$ cat config.mk
export PLATFORM = sky130hd
export DESIGN_NAME = logs_mix_sequencer
export DESIGN_NICKNAME = d
export VERILOG_FILES = /design/src/rtl/logs_mix_sequencer.sv
export SDC_FILE = /design/constraint.sdc
export NUM_CORES = 1
export LEC_CHECK = 0
export CAP_MARGIN = 0
export CORE_MARGIN = 2
export CORE_UTILIZATION = 45
export DETAILED_ROUTE_END_ITERATION = 8
export MAX_ROUTING_LAYER = met4
export PLACE_DENSITY_LB_ADDON = 0.25
export SLEW_MARGIN = 30
export SYNTH_ARGS = -nofsm -noshare
export SYNTH_HDL_FRONTEND = slang
export SYNTH_SLANG_ARGS = --single-unit
$ cat constraint.sdc
create_clock -name clk -period 8.45 [get_ports clk]
set_input_delay 1.2675 -clock clk [delete_from_list [all_inputs] [get_ports clk]]
set_output_delay 1.2675 -clock clk [all_outputs]
set_load 0.005 [all_outputs]
$ cat src/rtl/logs_mix_sequencer.sv
// logs_mix_sequencer
//   Plays a small programmable table of {voice mask, duration} steps into the
//   audio_mask input of the PWM mixer. Mask changes are registered only on the
//   last clock of a PWM frame, so the mixer sees each new mask from fcnt==0.
//
// Ports
//   clk, rst_n   clock, asynchronous active-low reset (shared with the mixer)
//   wr_en        table write strobe (any state)
//   wr_addr      table entry to write
//   wr_mask      voice mask for that entry
//   wr_dur       duration in frames for that entry (0 plays as 1)
//   start        single-cycle start request, honoured in IDLE only
//   stop         single-cycle stop request, honoured at the next frame tick
//   loop         repeat after last_step (sampled at start)
//   last_step    final step index (sampled at start)
//   audio_mask   mask to the mixer
//   busy         high while arming or playing
//   step         index of the step currently playing
//   done         one-cycle pulse when a non-looping pattern completes
//   dbg_state    current sequencer state (0 IDLE, 1 ARM, 2 PLAY)
//
// Handshake: start/stop are level samples on the rising clock edge; there is
// no ready/acknowledge. A start seen while busy, or together with stop, is
// dropped. A stop seen while busy is remembered until the next frame tick.
module logs_mix_sequencer #(
    parameter int N     = 4,
    parameter int K     = 3,
    parameter int STEPS = 8,
    parameter int DUR_W = 8,
    parameter int AW    = $clog2(STEPS)
) (
    input  logic             clk,
    input  logic             rst_n,
    input  logic             wr_en,
    input  logic [AW-1:0]    wr_addr,
    input  logic [N-1:0]     wr_mask,
    input  logic [DUR_W-1:0] wr_dur,
    input  logic             start,
    input  logic             stop,
    input  logic             loop,
    input  logic [AW-1:0]    last_step,
    output logic [N-1:0]     audio_mask,
    output logic             busy,
    output logic [AW-1:0]    step,
    output logic             done,
    output logic [1:0]       dbg_state
);

    typedef enum logic [1:0] {
        S_IDLE = 2'd0,
        S_ARM  = 2'd1,
        S_PLAY = 2'd2
    } state_t;

    state_t           state, state_d;
    logic [K-1:0]     fcnt;
    logic             frame_tick;

    logic [N-1:0]     mask_tbl [STEPS];
    logic [DUR_W-1:0] dur_tbl  [STEPS];

    logic [DUR_W-1:0] remaining, rem_d;
    logic [N-1:0]     mask_d;
    logic [AW-1:0]    step_d;
    logic             done_d;
    logic             stop_pend, pend_d;
    logic             loop_q, loop_d;
    logic [AW-1:0]    last_q, last_d;
    logic             stop_now;
    logic             load;
    logic [AW-1:0]    load_idx;

    // Free-running frame counter kept in lockstep with the mixer's counter.
    always_ff @(posedge clk or negedge rst_n) begin
        if (!rst_n) fcnt <= '0;
        else        fcnt <= fcnt + K'(1);
    end

    assign frame_tick = &fcnt;

    // Pattern table; writes are accepted in every state.
    always_ff @(posedge clk or negedge rst_n) begin
        if (!rst_n) begin
            for (int i = 0; i < STEPS; i++) begin
                mask_tbl[i] <= '0;
                dur_tbl[i]  <= '0;
            end
        end else if (wr_en) begin
            mask_tbl[wr_addr] <= wr_mask;
            dur_tbl[wr_addr]  <= wr_dur;
        end
    end

    always_ff @(posedge clk or negedge rst_n) begin
        if (!rst_n) begin
            state      <= S_IDLE;
            audio_mask <= '0;
            remaining  <= '0;
            step       <= '0;
            done       <= 1'b0;
            stop_pend  <= 1'b0;
            loop_q     <= 1'b0;
            last_q     <= '0;
        end else begin
            state      <= state_d;
            audio_mask <= mask_d;
            remaining  <= rem_d;
            step       <= step_d;
            done       <= done_d;
            stop_pend  <= pend_d;
            loop_q     <= loop_d;
            last_q     <= last_d;
        end
    end

    always_comb begin
        state_d  = state;
        mask_d   = audio_mask;
        rem_d    = remaining;
        step_d   = step;
        done_d   = 1'b0;
        pend_d   = stop_pend;
        loop_d   = loop_q;
        last_d   = last_q;
        load     = 1'b0;
        load_idx = '0;
        // A stop arriving on the tick clock itself counts for that tick.
        stop_now = stop_pend | stop;

        case (state)
            S_IDLE: begin
                pend_d = 1'b0;
                if (start && !stop) begin
                    loop_d  = loop;
                    last_d  = last_step;
                    state_d = S_ARM;
                end
            end
            S_ARM: begin
                if (stop) pend_d = 1'b1;
                if (frame_tick) begin
                    if (stop_now) begin
                        state_d = S_IDLE;
                        mask_d  = '0;
                        pend_d  = 1'b0;
                    end else begin
                        load     = 1'b1;
                        load_idx = '0;
                        state_d  = S_PLAY;
                    end
                end
            end
            S_PLAY: begin
                if (stop) pend_d = 1'b1;
                if (frame_tick) begin
                    if (stop_now) begin
                        // Stop beats a coinciding pattern end: no done pulse.
                        state_d = S_IDLE;
                        mask_d  = '0;
                        pend_d  = 1'b0;
                    end else if (remaining > DUR_W'(1)) begin
                        rem_d = remaining - DUR_W'(1);
                    end else if (step != last_q) begin
                        load     = 1'b1;
                        load_idx = step + AW'(1);
                    end else if (loop_q) begin
                        load     = 1'b1;
                        load_idx = '0;
                    end else begin
                        state_d = S_IDLE;
                        mask_d  = '0;
                        done_d  = 1'b1;
                    end
                end
            end
            default: state_d = S_IDLE;
        endcase

        // Loading snapshots the entry, so later writes to a playing step only
        // show up on its next load.
        if (load) begin
            mask_d = mask_tbl[load_idx];
            rem_d  = (dur_tbl[load_idx] == '0) ? DUR_W'(1) : dur_tbl[load_idx];
            step_d = load_idx;
        end
    end

    assign busy      = (state != S_IDLE);
    assign dbg_state = state;

endmodule

**After elaboration in Yosys (flattened, before gate mapping)**

Cells that the tools add are included.

- Bits in latches: 0
- Bits of input ports: 24
- RAM bits: 0
- Memories kept: 0
- Output and inout bits: 11
- Bits in read-only memories: 0
- Register bits: 122

- Bitwise gates (word level): 3
- $lt $le $gt $ge: 4
- Reduce and logical (&&, ||, !) cells: 17
- Div/mod/pow operators: 0
- Shifts and indexed selects: 0
- Multiply operators: 0
- Multiplexer cells: 59
- Add/sub/neg operators: 3
- Equality and inequality tests: 16

Operator list:

| cell | number |
|---|---|
| two-way mux 8 bit | 9 |
| bitwise mux 64 bit | 1 |
| two-way mux 4 bit | 11 |
| bitwise mux 32 bit | 1 |
| binary-select mux 8 bit (select 3 bit) | 1 |
| demux 8 bit (select 3 bit) | 1 |
| != test 3 bit (second input constant) | 6 |
| two-way mux 1 bit | 16 |
| two-way mux 2 bit | 8 |
| two-way mux 3 bit | 5 |
| binary-select mux 4 bit (select 3 bit) | 1 |
| demux 4 bit (select 3 bit) | 1 |
| != test 4 bit (second input constant) | 3 |
| nonzero test 2 bit | 5 |
| >= comparator 4 bit (second input constant) | 2 |
| greater-than comparator 8 x 1 -> 1 bit (second input constant) | 1 |
| zero test 8 bit | 1 |
| inverter 3 -> 4 bit | 2 |
| one-hot mux 4 bit (2 select lines) | 1 |
| subtractor 8 x 1 -> 8 bit (second input constant) | 1 |
| AND reduction 7 bit | 1 |
| adder 3 x 1 -> 3 bit (second input constant) | 2 |
| != test 2 bit (second input constant) | 3 |
| one-hot mux 2 bit (3 select lines) | 1 |
| 16 further kinds | 18 |

**Depth between registers and ports, before layout**

Gate-level depths: netlist of the first run.

- Depth after elaboration: 13
- Depth in mapped cells: 12

**Worst setup path before layout of the first run**

No wires, ideal clock.

- Path kind: input to register
- Start point: input port stop
- End point: register remaining[0]
- Data required time: 8.368 ns
- Stages on the path: 9
- Path slack: 4.778 ns
- Arrival: 3.590 ns
- Setup time: 0.082 ns
- Path through: nor3b_2 nand2_1 nor4_1 clkbuf_1 mux2i_1 a21oi_1 or2_2 or4_1 o22ai_1

- Longest elaborated chain between the ends: 11

RTL lines:

| what | RTL line | source |
|---|---|---|
| from (decl) | 39 | `input logic stop,` |
| bitwise OR 1 bit * | 128 | `stop_now = stop_pend \| stop;` |
| two-way mux 3 bit | 156 | `if (stop_now) begin` |
| two-way mux 3 bit | 155 | `if (frame_tick) begin` |
| two-way mux 3 bit | -- |  |
| inverter 3 -> 4 bit (not written as such) | 183 | `rem_d = (dur_tbl[load_idx] == '0) ? DUR_W'(1) : dur_tbl[load_idx];` |
| binary-select mux 8 bit (select 3 bit) | 183 |  |
| two-way mux 8 bit (not written as such) (2 in series) | 183 |  |
| zero test 8 bit | 183 |  |
| two-way mux 8 bit | 183 |  |
| two-way mux 8 bit | 181 | `if (load) begin` |
| to (signal assigned) | 107 | `remaining <= rem_d;` |
| to (decl) | 62 | `logic [DUR_W-1:0] remaining, rem_d;` |

Mark *: on every way between the ends. The rest lies on a longest branch, timed or not. The select of a mux whose other input is x is not followed.
A chain may end at the register's enable or synchronous reset.

**Worst setup path in the final report of the first run**

Ends and elaborated chain as after synthesis.

==> impl_metrics.ini, run 1 <==
[yosys]
ys_seq_elements = 122
synth_edf_count = 0
synth_cell_types = 46
synth.yosys.warnings = 0
synthCells = 435
yosys_most_used_dff = dfrtp_1
synthTopCellsByArea = dfrtp_1 (52%), mux2_2 (20%), mux4_2 (4.6%)
synth_top_area_cell = dfrtp_1
yosysTopAreaCellShare_pct = 52.33
syn_area_mm2 = 0.005834
syn-mean-instance-area_um2 = 13.41
synth_seq_area_share_pct = 52.33
syn_nets = 468
ys_async_sr_fraction_pct = 100.0

[sta]
tightest_slew_ps = 943.7
slew_headroom_pct = 36.42
fin_crit_ps = 4251
hold_ws_ps = 447.9
rsz0062_at_grt = false
fin_skew_ps = 9.049
finalHoldViolCount = 0
setup_viol = 0
fmax_ghz = 0.2352
tns_ps = 0
slew_violations = 0
fin_ws_ps = 4199
fin_crit_sh_pct = 50.31

[drt]
via_per_inst = 5.655
ant_nets = 0
firstDrtPassIters = 4
drc_errors = 0
wirelength_um = 12900
vias = 3721
drtIter0Drc = 206
wl_per_cell_um = 19.60

[power_and_ir_drop]
power_density_mw_per_mm2 = 262.4
finalPower_w = 0.001816
vdd_ir_drop_max_uv = 157.8
p_leak_nw = 3.003

[cells_and_area]
final_nets = 510
drive_gt1_share_pct = 33.33
final_common_cell = dfrtp_1
diodes = 0
layout_common_cells = dfrtp_1 (122), mux2_2 (102), clkdlybuf4s50_1 (33), o21ai_0 (22), mux2i_1 (20)
syn2layout_area_growth_pct = 18.59

[die]
start_util_pct = 46.23
die_area_mm2 = 0.01389
ioPinCount = 35
die_w_um = 117.9
rows = 41
core-area_mm2 = 0.01262
die_h_um = 117.9

[place]
portBuffers = 34
place.gp.congestion = 0.7757
place_hpwl_um = 8328
preCtsSetupSlack_ps = 3843

[critical_path]
cp_cell_sequence = clkdlybuf4s50_1, nor3b_2, nand2_1, or4_1, a211oi_1, a211oi_1, or2_2, or4_1, o22ai_1
worstSetupStartpointType = primary input
cp-end-kind = flip-flop
critPathSlowestCell = or4_1
r2r_slack_ps = 4850
setup.worst_path.class = in -> reg
crit_path_max_fanout = 12
arrival_ps = 4580
cp.required_ps = 8780
cpPeakStageDelay_ps = 820

[cts]
clk_pin_slew_ps = 60
clockBufferDepth = 2
cts_made_buffers = 17
root_buffer = clkbuf_16
cts-htree-levels = 4
cts_tree = done
cts_sinks = 122
hold_buffers = 0
post_cts_buffers = 0
ctsResizeCount = 0
clock_latency_ps = 410

[min_path]
min_path_type = reg -> reg

[grt]
grt-ovfl-total = 0
grt_max_degree = 86
antenna_found_initial = 0
grt_pass1_vias = 3952
gr-usage-all-layers_pct = 20.59
grt_first_pass_wirelength_um = 21270

[status]
status = finished clean

[flow_run]
drv_cap = 0
power breakdown:
group / internal (W) / switching (W) / total, W
sequential: 0.000723 / 0.0000843 / 0.000807
clock: 0.000406 / 0.000234 / 0.000640
combinational: 0.000210 / 0.000159 / 0.000369
total: 0.00134 / 0.000477 / 0.00182
critical path: cells and delay by family:
kind | cells | cell delay (ps)
compound gates | 3 | 550
simple gates | 5 | 2280
buf+inv | 1 | 490
cell usage after synthesis (5+ instances only):
cell type  number
a21oi_1        14
a22oi_1         8
clkbuf_1       12
dfrtp_1       122
ha_1            9
inv_1           9
mux2_2        102
mux2i_1        20
mux4_2         12
nand2_1        12
nand3_1         7
nor2_1         12
nor3_1          5
o21a_1          7
o21ai_0        22
cell type report:
type | instances | area, µm²
multi-input combinational | 283 | 2668
timing repair buffer | 43 | 424.2
clock buffer | 26 | 509.2
clock inverter | 2 | 12.51
sequential | 122 | 3053
inverter | 10 | 37.54
tap | 172 | 215.2
fill | 1109 | 5700
per-stage QoR:
stage                     area [µm²]  std cells  util, %
final                           6919        658    54.83
after global routing            6919        658    54.83
after CTS                       6897        656    54.65
after detailed placement        6375        628    50.52
after global placement          6356        627    50.37
after floorplan                 5834        435        -
layer usage:
metal | track usage (%) | wire length [µm]
met3 | 5.281 | 467
met4 | 7.831 | 198
met1 | 25.07 | 5660
met2 | 33.18 | 6569
met5 | - | 0
flip-flops by register name, indices dropped and copies added (netlist names):
signal	flops
stop_pend	1
audio_mask	4
mask_tbl	32
loop_q	1
remaining	8
dur_tbl	64
step	3
last_q	3
done	1
fcnt	3
dbg_state	2
final timing paths:
kind,start,end,depth (start not counted)
max,stop,remaining[0],9
min,fcnt[0],fcnt[0],1
max reg2reg,fcnt[0],remaining[0],10
min reg2reg,fcnt[0],fcnt[0],1
max in group asynchronous,rst_n,audio_mask[2],2
min in group asynchronous,rst_n,last_q[1],1
kinds of logic (layout without fill, tap and decap cells):
| kind of cell | Yosys count | after routing | share of synthesized area, % |
|---|---|---|---|
| muxes | 136 | 136 | 28.65 |
| adders and majority gates | 9 | 9 | 1.930 |
| DFF | 122 | 122 | 52.33 |
| buffers and inverters | 30 | 81 | 2.401 |
| AOI/OAI and AO/OA | 64 | 64 | 6.991 |
| and+or+nand+nor | 69 | 69 | 6.948 |
| xor gates and xnor gates | 5 | 5 | 0.7506 |
Power figures use the tool's default switching activity.
==> run 2, diff against run 1 <==
Clock period 8.45 ns to 4.45 ns, I/O delays scaled along.
==> impl_metrics.ini, run 2 (synthesis results as in run 1) <==
[die]
die_w_um = 117.9
die_area_mm2 = 0.01389
start_util_pct = 46.23
core-area_mm2 = 0.01262
rows = 41
die_h_um = 117.9
ioPinCount = 35

[grt]
gr-usage-all-layers_pct = 20.60
antenna_found_initial = 0
grt_first_pass_wirelength_um = 21010
grt_max_degree = 61
grt_pass1_vias = 3861
grt-ovfl-total = 0

[cells_and_area]
top_regs = dur_tbl: 64 flops, mask_tbl: 32 flops, remaining: 8 flops
drive_gt1_share_pct = 34.82
final_common_cell = dfrtp_1
layout_common_cells = dfrtp_1 (122), mux2_2 (102), clkdlybuf4s50_1 (33), o21ai_0 (22), mux2i_1 (20)
nFillCells = 1091
diodes = 0
largest_register = dur_tbl
syn2layout_area_growth_pct = 20.57
final_nets = 515
largest_register_ffs = 64

[critical_path]
cp.required_ps = 4790
arrival_ps = 3760
cp-end-kind = flip-flop
worstSetupStartpointType = primary input
setup.worst_path.class = in -> reg
crit_path_max_fanout = 8

[cts]
cts_made_buffers = 17
cts-htree-levels = 4
cts_tree = done
ctsResizeCount = 0
clock_latency_ps = 420
clk_pin_slew_ps = 50
post_cts_buffers = 0
hold_buffers = 0
clockBufferDepth = 2
root_buffer = clkbuf_16
cts_sinks = 122

[place]
preCtsSetupSlack_ps = 672.0
place_hpwl_um = 8446
portBuffers = 34
place.gp.congestion = 0.7989

[sta]
fin_crit_sh_pct = 76.88
slew_violations = 0
finalHoldViolCount = 0
tns_ps = 0
setup_viol = 0
fmax_ghz = 0.2923
slew_headroom_pct = 30.49
tightest_slew_ps = 1032
fin_crit_ps = 3421
fin_ws_ps = 1029
rsz0062_at_grt = false
fin_skew_ps = 6.137

[min_path]
min_path_type = in -> async

[drt]
firstDrtPassIters = 4
drc_errors = 0
wl_per_cell_um = 19.28
drtIter0Drc = 262
vias = 3681
via_per_inst = 5.527
wirelength_um = 12840
ant_nets = 0

[power_and_ir_drop]
vdd_ir_drop_max_uv = 350.7
power_density_mw_per_mm2 = 516.4
p_leak_nw = 3.050

[status]
status = finished clean

[flow_run]
drv_cap = 0
[run 2: cell count changes in the layout (fill, tap and decap cells not counted), sizes merged]
| cell | before | now |
|---|---|---|
| bufinv | 0 | 3 |
| clkinv | 1 | 2 |
| buf | 10 | 15 |
| clkbuf | 26 | 21 |
| inv | 10 | 11 |
| clkinvlp | 1 | 4 |
[run 2: layer usage]
layer	track usage, %	share of wire (%)	up-vias
li1	-	-	1713
met5	-	0	-
met4	6.928	1.7	0
met2	32.52	49	55
met3	5.959	3.2	19
met1	25.59	46	1894
[run 2: path summary, 6_finish.rpt]
kind,slack (ps),to,cells after the start,from
min in group clk,420,fcnt[0],1,fcnt[0]
setup / recovery,1030,remaining[0],9,stop
setup reg to reg,1100,remaining[0],10,fcnt[0]
hold / removal,320,last_q[1],1,rst_n
max in group asynchronous,3170,mask_tbl[10],2,rst_n
hold reg to reg,420,fcnt[0],1,fcnt[0]
[run 2: worst max-delay path, cell delays in order]
cell and delay [ps]:
clkdlybuf4s50_1 480, nor3b_2 400, nand2_1 250, or4_1 660, a211oi_1 280, a211oi_1 70
or2_2 300, or4_1 530, o22ai_1 120
[run 2: final cells by class]
class / count / area [µm²] / area share [%]
clock inverter: 10 / 142.6 / 2.028
inverter: 10 / 37.54 / 0.5336
sequential: 122 / 3053 / 43.40
multi-input combinational: 283 / 2668 / 37.92
timing repair buffer: 48 / 457.9 / 6.510
clock buffer: 21 / 460.4 / 6.546
tap: 172 / 215.2 / 3.059
[run 2: stage by stage]
step	instance area (µm²)	cells	hold WS (ps)	total power, W	util [%]
floorplan	5834	435	371.9	0.001997	-
global placement	6386	631	411.1	0.002212	50.60
detailed placement	6397	632	421.5	0.002248	50.69
CTS	7000	663	334.8	0.003659	55.47
global route	7034	666	377.0	0.003815	55.74
finish	7034	666	319.5	0.003632	55.74
[run 2: power by group]
group,internal (W),leakage (nW),switching [W]
clock,0.000907,0.282,0.000492
sequential,0.00137,1.49,0.000159
combinational,0.000399,1.28,0.000304
==> run 3, diff against run 2 <==
Clock period 4.45 ns to 3 ns, I/O delays scaled along.
==> impl_metrics.ini, run 3 (synthesis results as in run 1) <==
[cells_and_area]
largest_register_ffs = 64
top_regs = dur_tbl: 64 flops, mask_tbl: 32 flops, remaining: 8 flops
diodes = 0
drive_gt1_share_pct = 39.61
final_area_mm2 = 0.007222
layout_common_cells = dfrtp_1 (121), mux2_2 (102), buf_4 (34), clkdlybuf4s50_1 (33), o21ai_0 (22)
final_nets = 537
largest_register = dur_tbl
instances_no_fill = 687
syn2layout_area_growth_pct = 23.78
final_common_cell = dfrtp_1

[cts]
cts_made_buffers = 17
root_buffer = clkbuf_16
cts_tree = done
clockBufferDepth = 2
cts_sinks = 122
clk_pin_slew_ps = 60
hold_buffers = 0
cts-htree-levels = 4
clock_latency_ps = 410

[die]
die_w_um = 117.9
ioPinCount = 35
rows = 41
start_util_pct = 46.23
die_area_mm2 = 0.01389
die_h_um = 117.9
core-area_mm2 = 0.01262

[sta]
finalHoldViolCount = 0
rsz0062_at_grt = true
slew_headroom_pct = 37.98
setup_viol = 0
fin_ws_ps = 64.89
fmax_ghz = 0.3407
tightest_slew_ps = 920.5
fin_crit_sh_pct = 97.84
hold_ws_ps = 14.75
fin_skew_ps = 7.976
tns_ps = 0
slew_violations = 0
fin_crit_ps = 2935

[grt]
grt_max_degree = 52
grt_first_pass_wirelength_um = 21190
gr-usage-all-layers_pct = 20.28
grt_pass1_vias = 4016
grt-ovfl-total = 0
antenna_found_initial = 0

[drt]
wirelength_um = 12720
ant_nets = 0
wl_per_cell_um = 18.52
firstDrtPassIters = 4
vias = 3773
drtIter0Drc = 332
via_per_inst = 5.492
drc_errors = 0

[critical_path]
arrival_ps = 3270
cp_cell_sequence = nor4_4, o211ai_4, or4_4, buf_12, mux4_2, o21a_1, or4_4, o22ai_2
setup.worst_path.class = reg -> reg
critPathSlowestCell = or4_4
cp.required_ps = 3340
cpPeakStageDelay_ps = 580
crit_path_max_fanout = 14
crit_top_cell = or4_4
cp-end-kind = flip-flop
worstSetupStartpointType = flip-flop

[place]
placed_cells = 652
place.gp.congestion = 0.8702
postPlaceCellArea_mm2 = 0.006569
place_hpwl_um = 8385
preCtsSetupSlack_ps = -122.0
portBuffers = 34

[power_and_ir_drop]
vdd_ir_drop_max_uv = 430.3
p_leak_nw = 3.161
power_density_mw_per_mm2 = 735.0

[min_path]
min_path_type = in -> async

[status]
status = finished clean

[flow_run]
drv_cap = 0
## run 3: cell count changes in the layout (fill, tap and decap cells not counted), moves of 2 or more
cell	previous run	this run
or4_4	1	4
clkinvlp_4	4	2
clkinv_2	1	5
buf_4	11	34
buf_6	4	1
clkbuf_8	2	0
buf_12	0	2
or4_1	4	1
## run 3: metal layers
| layer | vias up | wire (µm) | track usage [%] |
|---|---|---|---|
| met4 | 0 | 192 | 6.928 |
| met3 | 19 | 417 | 4.893 |
| met5 | - | 0 | - |
| met1 | 1928 | 5798 | 25.81 |
| met2 | 75 | 6315 | 32.01 |
| li1 | 1751 | - | - |
## run 3: where the power goes
part,internal [W],total (W),switching (W)
Combinational,0.000639,0.00111,0.000468
Clock,0.00121,0.00193,0.000720
Sequential,0.00203,0.00227,0.000238
## run 3: final cells by class
class,instances,area [µm²]
timing repair buffer,70,636.9
sequential,122,3054
tap,172,215.2
clock inverter,12,126.4
clock buffer,18,429.2
multi-input combinational,283,2723
inverter,10,37.54
fill,1054,5398
## run 3: path summary, 6_finish.rpt
kind | from | to | slack, ps | depth (start not counted)
min in group clk | fcnt[0] | fcnt[0] | 420 | 1
max reg2reg | remaining[3] | remaining[0] | 60 | 8
max in group asynchronous | rst_n | mask_tbl[7] | 2150 | 2
max | remaining[3] | remaining[0] | 60 | 8
min | rst_n | dbg_state[1] | 10 | 1
min reg2reg | fcnt[0] | fcnt[0] | 420 | 1
## run 3: worst max-delay path: cells and delay by family, from the launching register on
family | cells | cell delay, ps
and+or+nand+nor | 3 | 1460
AOI/OAI and AO/OA | 3 | 490
muxes | 1 | 280
buffers and inverters | 1 | 180
DFF | 1 | 440
## run 3: repair_timing
item / in CTS / in global routing
endpoints found under the setup margin: 0 / 1
resized for setup: 0 / 14
buffers inserted: 0 / 5
## run 3: metrics by stage
stage	utilization (%)	power, W
after global placement	52.05	0.003307
after floorplan	-	0.002963
final	57.23	0.005308
after CTS	56.45	0.005311
after global routing	57.23	0.005583
after detailed placement	52.05	0.003365
